File: src/rtl/fm_stream_pkg.sv
// Shared types for the feature-map streamer: FSM states, output FIFO entry and read tag.
package fm_stream_pkg;

  localparam int unsigned PIX_W = 8;
  // Frame dimension width: 255 plus an optional 2-pixel border still fits.
  localparam int unsigned DIM_W = 9;

  typedef enum logic [1:0] {
    IDLE  = 2'd0,
    RUN   = 2'd1,
    DRAIN = 2'd2,
    DONE  = 2'd3
  } fsm_state_e;

  typedef struct packed {
    logic [PIX_W-1:0] data;
    logic             sof;
    logic             eol;
    logic             eof;
  } fifo_entry_t;

  localparam int unsigned ENTRY_W = $bits(fifo_entry_t);

  // Travels one cycle beside each issued pixel; rd=0 marks a zero border pixel.
  typedef struct packed {
    logic valid;
    logic rd;
    logic sof;
    logic eol;
    logic eof;
  } rd_tag_t;

endpackage

File: src/rtl/stream_out_fifo.sv
// Show-ahead synchronous FIFO holding pixel+marker entries, with occupancy count.
module stream_out_fifo
  import fm_stream_pkg::*;
#(
  parameter int unsigned DEPTH = 2
) (
  input  logic                         clk,
  input  logic                         rst_n,
  input  logic                         push,
  input  fifo_entry_t                  wr_entry,
  input  logic                         pop,
  output fifo_entry_t                  rd_entry,
  output logic                         empty,
  output logic [$clog2(DEPTH+1)-1:0]   count
);

  localparam int unsigned PTR_W = (DEPTH > 1) ? $clog2(DEPTH) : 1;
  localparam int unsigned CNT_W = $clog2(DEPTH + 1);

  logic [ENTRY_W-1:0] mem_q [DEPTH];
  logic [PTR_W-1:0]   wr_ptr;
  logic [PTR_W-1:0]   rd_ptr;

  function automatic logic [PTR_W-1:0] bump(input logic [PTR_W-1:0] p);
    return (p == PTR_W'(DEPTH - 1)) ? '0 : p + PTR_W'(1);
  endfunction

  // Storage needs no reset; the head is masked while empty.
  always_ff @(posedge clk) begin
    if (push) mem_q[wr_ptr] <= wr_entry;
  end

  always_ff @(posedge clk or negedge rst_n) begin
    if (!rst_n) begin
      wr_ptr <= '0;
      rd_ptr <= '0;
      count  <= '0;
    end else begin
      if (push) wr_ptr <= bump(wr_ptr);
      if (pop)  rd_ptr <= bump(rd_ptr);
      case ({push, pop})
        2'b10:   count <= count + CNT_W'(1);
        2'b01:   count <= count - CNT_W'(1);
        default: count <= count;
      endcase
    end
  end

  assign empty = (count == '0);

  always_comb begin
    rd_entry = '0;
    if (!empty) rd_entry = fifo_entry_t'(mem_q[rd_ptr]);
  end

endmodule

File: src/rtl/feature_map_streamer.sv
// Raster streamer: reads a feature map from 1-cycle SRAM and emits it on valid/ready with sof/eol/eof.
// Optional zero-border frame when built with STREAM_ZERO_PAD_EN.
module feature_map_streamer
  import fm_stream_pkg::*;
#(
  parameter int unsigned ADDR_W     = 16,
  parameter int unsigned FIFO_DEPTH = 2
) (
  input  logic              clk,
  input  logic              rst_n,
  input  logic              start,
  input  logic [7:0]        img_width,
  input  logic [7:0]        img_height,
  input  logic [ADDR_W-1:0] base_addr,
`ifdef STREAM_ZERO_PAD_EN
  input  logic              pad_en,
`endif
  output logic              mem_rd_en,
  output logic [ADDR_W-1:0] mem_addr,
  input  logic [PIX_W-1:0]  mem_rd_data,
  output logic [PIX_W-1:0]  data_out,
  output logic              valid_out,
  input  logic              ready_in,
  output logic              sof,
  output logic              eol,
  output logic              eof,
  output logic              busy,
  output logic              done
);

  localparam int unsigned CNT_W = $clog2(FIFO_DEPTH + 1);
  localparam int unsigned OCC_W = CNT_W + 1;

  fsm_state_e        state, state_d;
  logic [DIM_W-1:0]  fw_q, fh_q, col, row;
  logic [ADDR_W-1:0] ptr;
  logic              pad_q, pad_c;
  rd_tag_t           tag_q;
  logic [CNT_W-1:0]  fifo_count;
  logic              fifo_empty, pop_c, issue_c, border_c, credit_c;
  logic              last_col_c, last_row_c, zero_c;
  fifo_entry_t       push_entry, head;

`ifdef STREAM_ZERO_PAD_EN
  assign pad_c = pad_en;
`else
  assign pad_c = 1'b0;
`endif

  assign zero_c     = (img_width == 8'd0) || (img_height == 8'd0);
  assign last_col_c = (col == fw_q - DIM_W'(1));
  assign last_row_c = (row == fh_q - DIM_W'(1));
  assign border_c   = pad_q && ((row == '0) || last_row_c || (col == '0) || last_col_c);
  assign pop_c      = valid_out && ready_in;
  // A slot is free if the FIFO plus the returning item fits, counting this cycle's pop.
  assign credit_c   = (OCC_W'(fifo_count) + OCC_W'(tag_q.valid)) <
                      (OCC_W'(FIFO_DEPTH) + OCC_W'(pop_c));

  always_ff @(posedge clk or negedge rst_n) begin
    if (!rst_n) state <= IDLE;
    else        state <= state_d;
  end

  // Empty frames pass through DRAIN, which exits at once with nothing outstanding.
  always_comb begin
    state_d   = state;
    issue_c   = 1'b0;
    mem_rd_en = 1'b0;
    case (state)
      IDLE: begin
        if (start) state_d = zero_c ? DRAIN : RUN;
      end
      RUN: begin
        issue_c   = credit_c;
        mem_rd_en = credit_c && !border_c;
        if (credit_c && last_col_c && last_row_c) state_d = DRAIN;
      end
      DRAIN: begin
        if (!tag_q.valid &&
            ((fifo_count == '0) || ((fifo_count == CNT_W'(1)) && pop_c)))
          state_d = DONE;
      end
      DONE: state_d = IDLE;
      default: state_d = IDLE;
    endcase
  end

  // Frame geometry, raster position, address pointer and the one-cycle tag stage.
  always_ff @(posedge clk or negedge rst_n) begin
    if (!rst_n) begin
      fw_q  <= '0;
      fh_q  <= '0;
      col   <= '0;
      row   <= '0;
      ptr   <= '0;
      pad_q <= 1'b0;
      tag_q <= '0;
      busy  <= 1'b0;
      done  <= 1'b0;
    end else begin
      busy  <= (state_d == RUN) || (state_d == DRAIN);
      done  <= (state_d == DONE);
      tag_q <= '0;
      if (state == IDLE && start) begin
        pad_q <= pad_c;
        fw_q  <= DIM_W'(img_width)  + (pad_c ? DIM_W'(2) : DIM_W'(0));
        fh_q  <= DIM_W'(img_height) + (pad_c ? DIM_W'(2) : DIM_W'(0));
        col   <= '0;
        row   <= '0;
        ptr   <= base_addr;
      end else if (issue_c) begin
        tag_q <= '{valid: 1'b1,
                   rd:    !border_c,
                   sof:   (row == '0) && (col == '0),
                   eol:   last_col_c,
                   eof:   last_row_c && last_col_c};
        if (!border_c) ptr <= ptr + ADDR_W'(1);
        if (last_col_c) begin
          col <= '0;
          row <= row + DIM_W'(1);
        end else begin
          col <= col + DIM_W'(1);
        end
      end
    end
  end

  assign mem_addr = ptr;

  always_comb begin
    push_entry      = '0;
    push_entry.data = tag_q.rd ? mem_rd_data : '0;
    push_entry.sof  = tag_q.sof;
    push_entry.eol  = tag_q.eol;
    push_entry.eof  = tag_q.eof;
  end

  stream_out_fifo #(
    .DEPTH (FIFO_DEPTH)
  ) u_fifo (
    .clk      (clk),
    .rst_n    (rst_n),
    .push     (tag_q.valid),
    .wr_entry (push_entry),
    .pop      (pop_c),
    .rd_entry (head),
    .empty    (fifo_empty),
    .count    (fifo_count)
  );

  assign valid_out = !fifo_empty;
  assign data_out  = head.data;
  assign sof       = head.sof;
  assign eol       = head.eol;
  assign eof       = head.eof;

endmodule

File: config.mk
export PLATFORM = sky130hd
export DESIGN_NAME = feature_map_streamer
export DESIGN_NICKNAME = d
export VERILOG_FILES = /design/src/rtl/fm_stream_pkg.sv /design/src/rtl/stream_out_fifo.sv /design/src/rtl/feature_map_streamer.sv
export SDC_FILE = /design/constraint.sdc
export NUM_CORES = 1
export LEC_CHECK = 0
export CORE_MARGIN = 3
export CORE_UTILIZATION = 50
export CTS_CLUSTER_DIAMETER = 120
export DETAILED_ROUTE_END_ITERATION = 10
export GPL_ROUTABILITY_DRIVEN = 0
export GPL_TIMING_DRIVEN = 0
export PLACE_DENSITY_LB_ADDON = 0.12
export SLEW_MARGIN = 20
export SYNTH_ARGS = -nofsm -noshare
export SYNTH_HDL_FRONTEND = slang
export SYNTH_HIERARCHICAL = 1
export SYNTH_SLANG_ARGS = --single-unit
File: constraint.sdc
create_clock -name clk -period 3.84 [get_ports clk]
set_input_delay 0.96 -clock clk [delete_from_list [all_inputs] [get_ports clk]]
set_output_delay 0.96 -clock clk [all_outputs]
set_load 0.01 [all_outputs]
==> results.json <==
{
  "wl_per_cell_um": 15.7,
  "switchingPower_mw": 1.72,
  "power.share.switching_pct": 40.3,
  "slew_headroom_pct": 31.2,
  "io-pin-count": 75,
  "synthTopCellsByCount": "68 x nand2_1, 62 x dfrtp_1, 37 x nor2_1",
  "ys_ff_latch": 84,
  "synthArstFlopShare_pct": 73.8,
  "synth_edf_count": 22,
  "synth_top_family_by_area": "simple AND/OR/NAND/NOR gates",
  "dieArea_um2": 10200,
  "cp.arrival_ns": 2.48,
  "dr.pass1.iters": 5,
  "maxSlewViolCount": 0,
  "required_ns": 2.88,
  "synth_xor_area_share_pct": 7.16,
  "criticalPathCategory": "input pin to primary output",
  "r2r-end": "busy",
  "cts.clk_slew.worst_paths_ns": 0.09,
  "start_kind": "input pin",
  "r2r_cells": 9,
  "fillerInstances": 749,
  "fin_tns_setup_ns": 0,
  "ys.warnings.count": 6,
  "cts_tree": "built",
  "syn_area_per_cell_um2": 9.64,
  "ys.flop_type": "dfrtp_1",
  "multi_input_area_um2": 2120,
  "grt_remaining_overflow": 0,
  "clock-sinks": 84,
  "synth_mux_area_share_pct": 2.43,
  "internal_power_mw": 2.54,
  "pwr-share-seq_pct": 37.6,
  "placed_cells": 652,
  "worstPathMaxFanout": 11,
  "regArea_um2": 2210,
  "p_comb_share_pct": 47.4,
  "drc": 0,
  "slowest_stage": "clkdlybuf4s50_1",
  "hp-class": "register to register",
  "synthTopCellsByArea": "dfrtp_1 34%, edfxtp_1 15%, nand2_1 5.6%",
  "grt_use_total_pct": 21.5,
  "vdd_drop_max_v": 0.000384,
  "cp-end-kind": "primary output",
  "antenna_found_initial": 0,
  "fp-row-count": 34,
  "vias_per_cell": 5.59,
  "period_share_pct": 89.6,
  "die_w_um": 101,
  "grt_pass1_wl_um": 17200,
  "power_density_nw_per_um2": 755,
  "grt_pass1_vias": 3650,
  "grt_max_degree": 38,
  "yosysTopAreaCell": "dfrtp_1",
  "synth-compound-area-share_pct": 9.93,
  "finalNonFillerCells": 667,
  "hold_path_end": "u_fifo/mem_q[0][0]",
  "power.static_leakage_nw": 2.38,
  "place_hpwl_um": 7700,
  "num_antenna_cells": 0,
  "cpPeakStageDelay_ns": 0.43,
  "totalWireLength_um": 10500,
  "yosysMostFrequentCell": "nand2_1",
  "initial_utilization_pct": 51.6,
  "clkPwrFrac_pct": 15.0,
  "clockBufferDepth": 2,
  "whs_path_depth": 0,
  "syn_to_final_growth_pct": 24.6,
  "fmax_ghz": 0.291,
  "r2r-start": "fh_q[0]",
  "synthSimpleGateAreaFrac_pct": 24.2,
  "ant_nets": 0,
  "dr.first_iter.drc_count": 99,
  "synth_cell_type_count": 53,
  "core-area_um2": 8760,
  "synthesis.nets": 524,
  "skew_ns": 0.0128,
  "outcome": "completed",
  "synth_area_um2": 4520,
  "postCtsSetupBuffers": 0,
  "die_h_um": 101,
  "cap_violations": 0,
  "yosysTopAreaCellShare_pct": 34.3,
  "drive_gt1_share_pct": 5.55,
  "setup_violations": 0,
  "tightest_slew_ns": 1.03,
  "synthCells": 469,
  "crit_chain": "clkdlybuf4s50_1 > nor3b_2 > o211ai_1 > buf_4 > inv_4 > clkbuf_8 > dlymetal6s2s_1",
  "cts_inserted_buffers": 9,
  "vias": 3729,
  "seq_area_frac_synth_pct": 48.9,
  "finalHoldViolCount": 0,
  "htreeDepth": 3,
  "port_buffers": 74,
  "rsz0062_at_grt": "false",
  "fin_crit_ns": 3.44,
  "fin_nets": 609,
  "rrSetupSlack_ns": 0.77,
  "worstHoldStart": "push_entry[0]",
  "root_buffer": "clkbuf_8",
  "synthAdderAreaFrac_pct": 3.04,
  "clkLatencyLatePin_ns": 0.36
}
[power groups by stage]
| stage | clock [mW] | combinational (mW) | sequential (mW) |
|---|---|---|---|
| after global placement | 0 | 1.93 | 1.60 |
| final | 0.639 | 2.01 | 1.60 |
| after global routing | 0.690 | 2.24 | 1.65 |
| after detailed placement | 0 | 1.98 | 1.62 |
| after floorplan | 0 | 1.22 | 1.58 |
| after CTS | 0.653 | 2.04 | 1.60 |
[layout make-up]
class                           instances  share of cell area [%]
Tap cell                              108                    2.40
Clock buffer                            9                    2.20
Inverter                               20                    1.38
Clock inverter                          7                    1.33
Sequential cell                        84                    39.3
Buffer                                 24                    2.33
Timing Repair Buffer                   75                    13.5
Multi-Input combinational cell        340                    37.6
[cells in the final DEF (no fill, tap or decap), types with 12 or more instances in the layout]
| cell | synthesis | layout |
|---|---|---|
| clkbuf_1 | 19 | 16 |
| nor2_1 | 37 | 37 |
| and2_1 | 12 | 12 |
| inv_1 | 20 | 19 |
| edfxtp_1 | 22 | 22 |
| nand2_1 | 68 | 68 |
| nor3_1 | 13 | 13 |
| clkdlybuf4s50_1 | 0 | 72 |
| a21oi_1 | 14 | 14 |
| o31ai_1 | 12 | 12 |
| xor2_1 | 25 | 25 |
| nand3_1 | 15 | 15 |
| xnor2_1 | 12 | 12 |
| o21ai_0 | 20 | 20 |
| dfrtp_1 | 62 | 62 |
[sequential cells by signal (all words and copies together), names as in the netlist]
signal,flops
u_fifo/rd_ptr,1
row,9
fw_q,8
mem_addr,16
push_entry,3
tag_q,1
done,1
u_fifo/count,2
u_fifo/wr_ptr,1
col,9
fh_q,8
busy,1
u_fifo/mem_q,22
state,2
[worst max-delay path: cells and delay by family]
family | cells | cell delay (ns)
AO/OA/AOI/OAI | 1 | 0.24
AND/OR/NAND/NOR | 1 | 0.17
buffers and inverters | 5 | 1.09
[layer usage]
layer / track usage, % / up-vias / routed length, um
met1: 28.4 / 1794 / 4710
met3: 4.29 / 15 / 549
met4: 7.16 / 0 / 138
met2: 35.5 / 90 / 5070
li1: - / 1830 / -
met5: 0 / - / 0
[per-stage QoR]
step | total power [mW] | area (um^2) | setup slack [ns] | hold slack, ns | util [%]
floorplan | 2.80 | 4520 | 0.770 | 0.420 | -
global placement | 3.53 | 5400 | -0.765 | 0.422 | 61.6
detailed placement | 3.60 | 5420 | -0.779 | 0.437 | 61.8
CTS | 4.29 | 5630 | 0.00150 | 0.459 | 64.3
global route | 4.58 | 5640 | 0.313 | 0.473 | 64.3
finish | 4.25 | 5640 | 0.398 | 0.456 | 64.3
[cell families (layout without fill, tap and decap cells)]
family / after synthesis / in the layout
adders and majority gates: 11 / 11
buffers and inverters: 45 / 135
DFF: 84 / 84
xor gates and xnor gates: 37 / 37
AOI/OAI and AO/OA: 69 / 69
muxes: 11 / 11
and+or+nand+nor: 212 / 212
[worst max-delay path by stage]
stage | cells past startpoint | end | from
2_1_floorplan | 6 | mem_rd_en | ready_in
3_3_place_gp | 8 | mem_rd_en | ready_in
3_5_place_dp | 8 | mem_rd_en | ready_in
4_1_cts | 7 | mem_rd_en | ready_in
5_1_grt | 8 | mem_rd_en | tag_q[3]
6_report | 7 | mem_rd_en | ready_in
[repair_timing]
item	CTS	global route
setup endpoints to repair	1	1
hold buffers	0	0
resized for setup	8	2
pin swaps	0	0
(Power assumes the default switching activity.)
==> RTL change 1: new RTL, config.mk and constraints unchanged <==
The package constant `PIX_W` goes from 8 to 7.
--- a/src/rtl/fm_stream_pkg.sv
+++ b/src/rtl/fm_stream_pkg.sv
@@ -3,3 +3,3 @@
 
-  localparam int unsigned PIX_W = 8;
+  localparam int unsigned PIX_W = 7;
   // Frame dimension width: 255 plus an optional 2-pixel border still fits.
Interface: changed (resized data_out and mem_rd_data); port bits go from 75 to 73. No check against the original RTL was run, so the function may have changed too.
==> RTL change 1 against the unedited design <==
Design area is 2.7% lower. Combinational power is 2% higher. Power up 1.6%. Sequential cell count down 2. Wire length fell by 0.62%. First-iteration DRC count grew to 2.8 times the old value. Sequential share of layout area is essentially flat. Setup slack got worse by 170 ps. Clock skew up 0.89 ps. Largest power group unchanged. Synthesized area shrank 3.2%.
==> RTL change 1: results (changes against the unedited design) <==
* FF-to-FF Start: tag_q[3]
* Vias at 3535 (-5.2%)
* Post-synth EDFFs at 20 (-9.1%)
* Metal2 WL at 5250 um (+3.5%)
* Non-clock buffers, area share at 0.151 (-0.00723)
* DR WL met3 at 583 um (+6.2%)
* Leak pwr at 2.37 nW (-0.49%)
* Fmax achieved at 0.277 GHz (-4.7%)
* FFs & Latches at 82 (-2.4%)
* Initial DRC Count at 275 (+180%)
* Signal inverters at 16 (-20%)
* Nets at 578 (-5.1%)
* Synth Area in Adders at 0.0314 (+0.00100)
* Multi-Input Combinational at 324 (-4.7%)
* DP Worst Slack at -604 ps (+175 ps)
* First-pass GRT wire length at 17900 um (+4.5%)
* Synth area leaders: dfrtp_1, edfxtp_1, nand2_1
* Synth Area in Compound Gates at 0.0857 (-0.0136)
* Port bufs at 72 (-2.7%)
* Max reg flops at 20 (-9.1%)
* Number of signal-net buffers in the layout at 91 (-8.1%)
* FILL cells at 685 (-8.5%)
* Int Pwr at 2.55 mW (+0.44%)
* M1 WL at 4470 um (-5.2%)
* Status: complete, no violations
[RTL change 1: changes by cell type in the layout (fill, tap and decap cells not counted), sizes merged, moves of 5 or more]
cell / unedited run / this run
a21oi: 14 / 7
mux2i: 11 / 18
nand2b: 3 / 8
nor2: 38 / 32
nor2b: 8 / 2
nor3: 13 / 5
o31ai: 12 / 0
xor2: 25 / 30
[RTL change 1: cells by family (layout without fill, tap and decap cells)]
kind of cell    count (synthesis)  in the layout
xor+xnor                       39             39
flops                          82             82
simple gates                  197            197
buf+inv                        33            123
fa+ha+maj                      11             11
compound gates                 56             56
mux                            21             21
[RTL change 1: worst min path at each step]
stage	start	endpoint	slack, ps
global placement	push_entry[1]	u_fifo/mem_q[0][1]	420
detailed placement	push_entry[0]	u_fifo/mem_q[1][0]	430
finish	push_entry[0]	u_fifo/mem_q[1][0]	440
floorplan	push_entry[0]	u_fifo/mem_q[0][0]	420
global route	push_entry[0]	u_fifo/mem_q[1][0]	470
CTS	push_entry[0]	u_fifo/mem_q[1][0]	450
==> RTL change 2: new RTL, same settings <==
Without the edit above. Reset style: synchronous (`rst_n`), changed in 3 clocked blocks.
--- a/src/rtl/stream_out_fifo.sv
+++ b/src/rtl/stream_out_fifo.sv
@@ -32,3 +32,3 @@
 
-  always_ff @(posedge clk or negedge rst_n) begin
+  always_ff @(posedge clk) begin
     if (!rst_n) begin
--- a/src/rtl/feature_map_streamer.sv
+++ b/src/rtl/feature_map_streamer.sv
@@ -58,3 +58,3 @@
 
-  always_ff @(posedge clk or negedge rst_n) begin
+  always_ff @(posedge clk) begin
     if (!rst_n) state <= IDLE;
@@ -88,3 +88,3 @@
   // Frame geometry, raster position, address pointer and the one-cycle tag stage.
-  always_ff @(posedge clk or negedge rst_n) begin
+  always_ff @(posedge clk) begin
     if (!rst_n) begin
Function: differs if rst_n is asserted again (counterexample within 4 cycles, from zero or initial values and one cycle with rst_n low); with rst_n held inactive, the same outputs for 10 cycles.
==> RTL change 2 against the unedited design <==
Sequential cell count is 2 higher. Count of clock-buffer cells in the layout stayed put. Synthesized area is 4.6% lower. Cell count is 1.6% higher. Setup slack worse by 13 ps. Wire length is 0.77% higher. Design area is 3.5% lower.
Power is not compared: it rests on default switching activity, and its combinational part moved more than twofold at a synthesized area within 25%.
==> RTL change 2: results (changes against the unedited design) <==
* Crit-path max cell delay at 480 ps (+50 ps)
* FF-to-FF Start: fw_q[0]
* Vias per cell at 5.63 (+0.67%)
* First-pass GRT wire length at 17600 um (+2.8%)
* Slew HR at 0.264 (-0.0486)
* Status: complete, no violations
* Syn nets at 537 (+2.5%)
* Worst r2r dst: row[7]
* FILL cells at 674 (-10%)
* Ys async rst share at 0 (-0.738)
* Setup Skew at 11.9 ps (-0.873 ps)
* CP Data Arrival Time at 2500 ps (+20 ps)
* Post-DP HPWL at 7870 um (+2.2%)
* Crit-path slowest cell: or3b_2
* Nets at 623 (+2.3%)
* Drt wl/cell at 15.6 um (-0.86%)
* Distinct cells, synth at 50 (-5.7%)
* DP Worst Slack at -847 ps (-68.3 ps)
* Largest net degree at the start of global routing at 18 (-53%)
* Number of global-route vias before repair at 3743 (+2.5%)
* GRT Total Usage at 0.220 (+0.00571)
* Synth area leaders: dfxtp_1, edfxtp_1, a21oi_1
* Initial DRC Count at 284 (+190%)
* Leading cell types by count after synthesis: dfxtp_1, nand2_1, a21oi_1
* Worst reg-to-reg setup slack at 740 ps (-30 ps)
RTL change 2: worst min-delay path by stage:
stage	startpoint	to	slack [ps]	cells past startpoint
global route	push_entry[1]	u_fifo/mem_q[1][1]	450	0
detailed placement	push_entry[1]	u_fifo/mem_q[1][1]	420	0
CTS	push_entry[1]	u_fifo/mem_q[0][1]	440	0
floorplan	push_entry[0]	u_fifo/mem_q[0][0]	400	0
global placement	push_entry[0]	u_fifo/mem_q[0][0]	410	0
finish	push_entry[1]	u_fifo/mem_q[0][1]	440	0
RTL change 2: cell families after synthesis:
family,share of synthesized area
simple gates,0.239
compound gates,0.132
flops,0.450
buf+inv,0.0374
xor+xnor,0.0792
mux,0.0302
fa+ha+maj,0.0319
RTL change 2: per-layer routing:
| metal | routed length, um | share of wire | GRT usage |
|---|---|---|---|
| met1 | 4710 | 0.45 | 0.293 |
| met2 | 5180 | 0.49 | 0.366 |
| met3 | 530 | 0.050 | 0.0446 |
| met4 | 137 | 0.013 | 0.0588 |
| met5 | 0 | 0 | 0 |
RTL change 2: area by class of cell:
type	instances	area, um^2	area share
multi-input combinational	354	2230	0.410
sequential	86	1940	0.357
timing repair buffer	76	758	0.139
tap	105	131	0.0242
clock buffer	9	124	0.0228
buffer	24	93.8	0.0173
clock inverter	7	92.6	0.0170
inverter	17	67.6	0.0124
RTL change 2: repair_timing:
action                     CTS  global route
setup endpoints to repair    1             1
resized for setup            5             1
setup buffers                1             1
pin swaps                    1             1
RTL change 2: through the flow:
stage | instances | area [um^2] | hold WS [ps] | setup TNS [ps]
floorplan | 482 | 4310 | 404 | 0
global placement | 661 | 5180 | 409 | -862
detailed placement | 661 | 5180 | 423 | -847
CTS | 677 | 5430 | 442 | 0
global route | 678 | 5440 | 453 | 0
finish | 678 | 5440 | 437 | 0
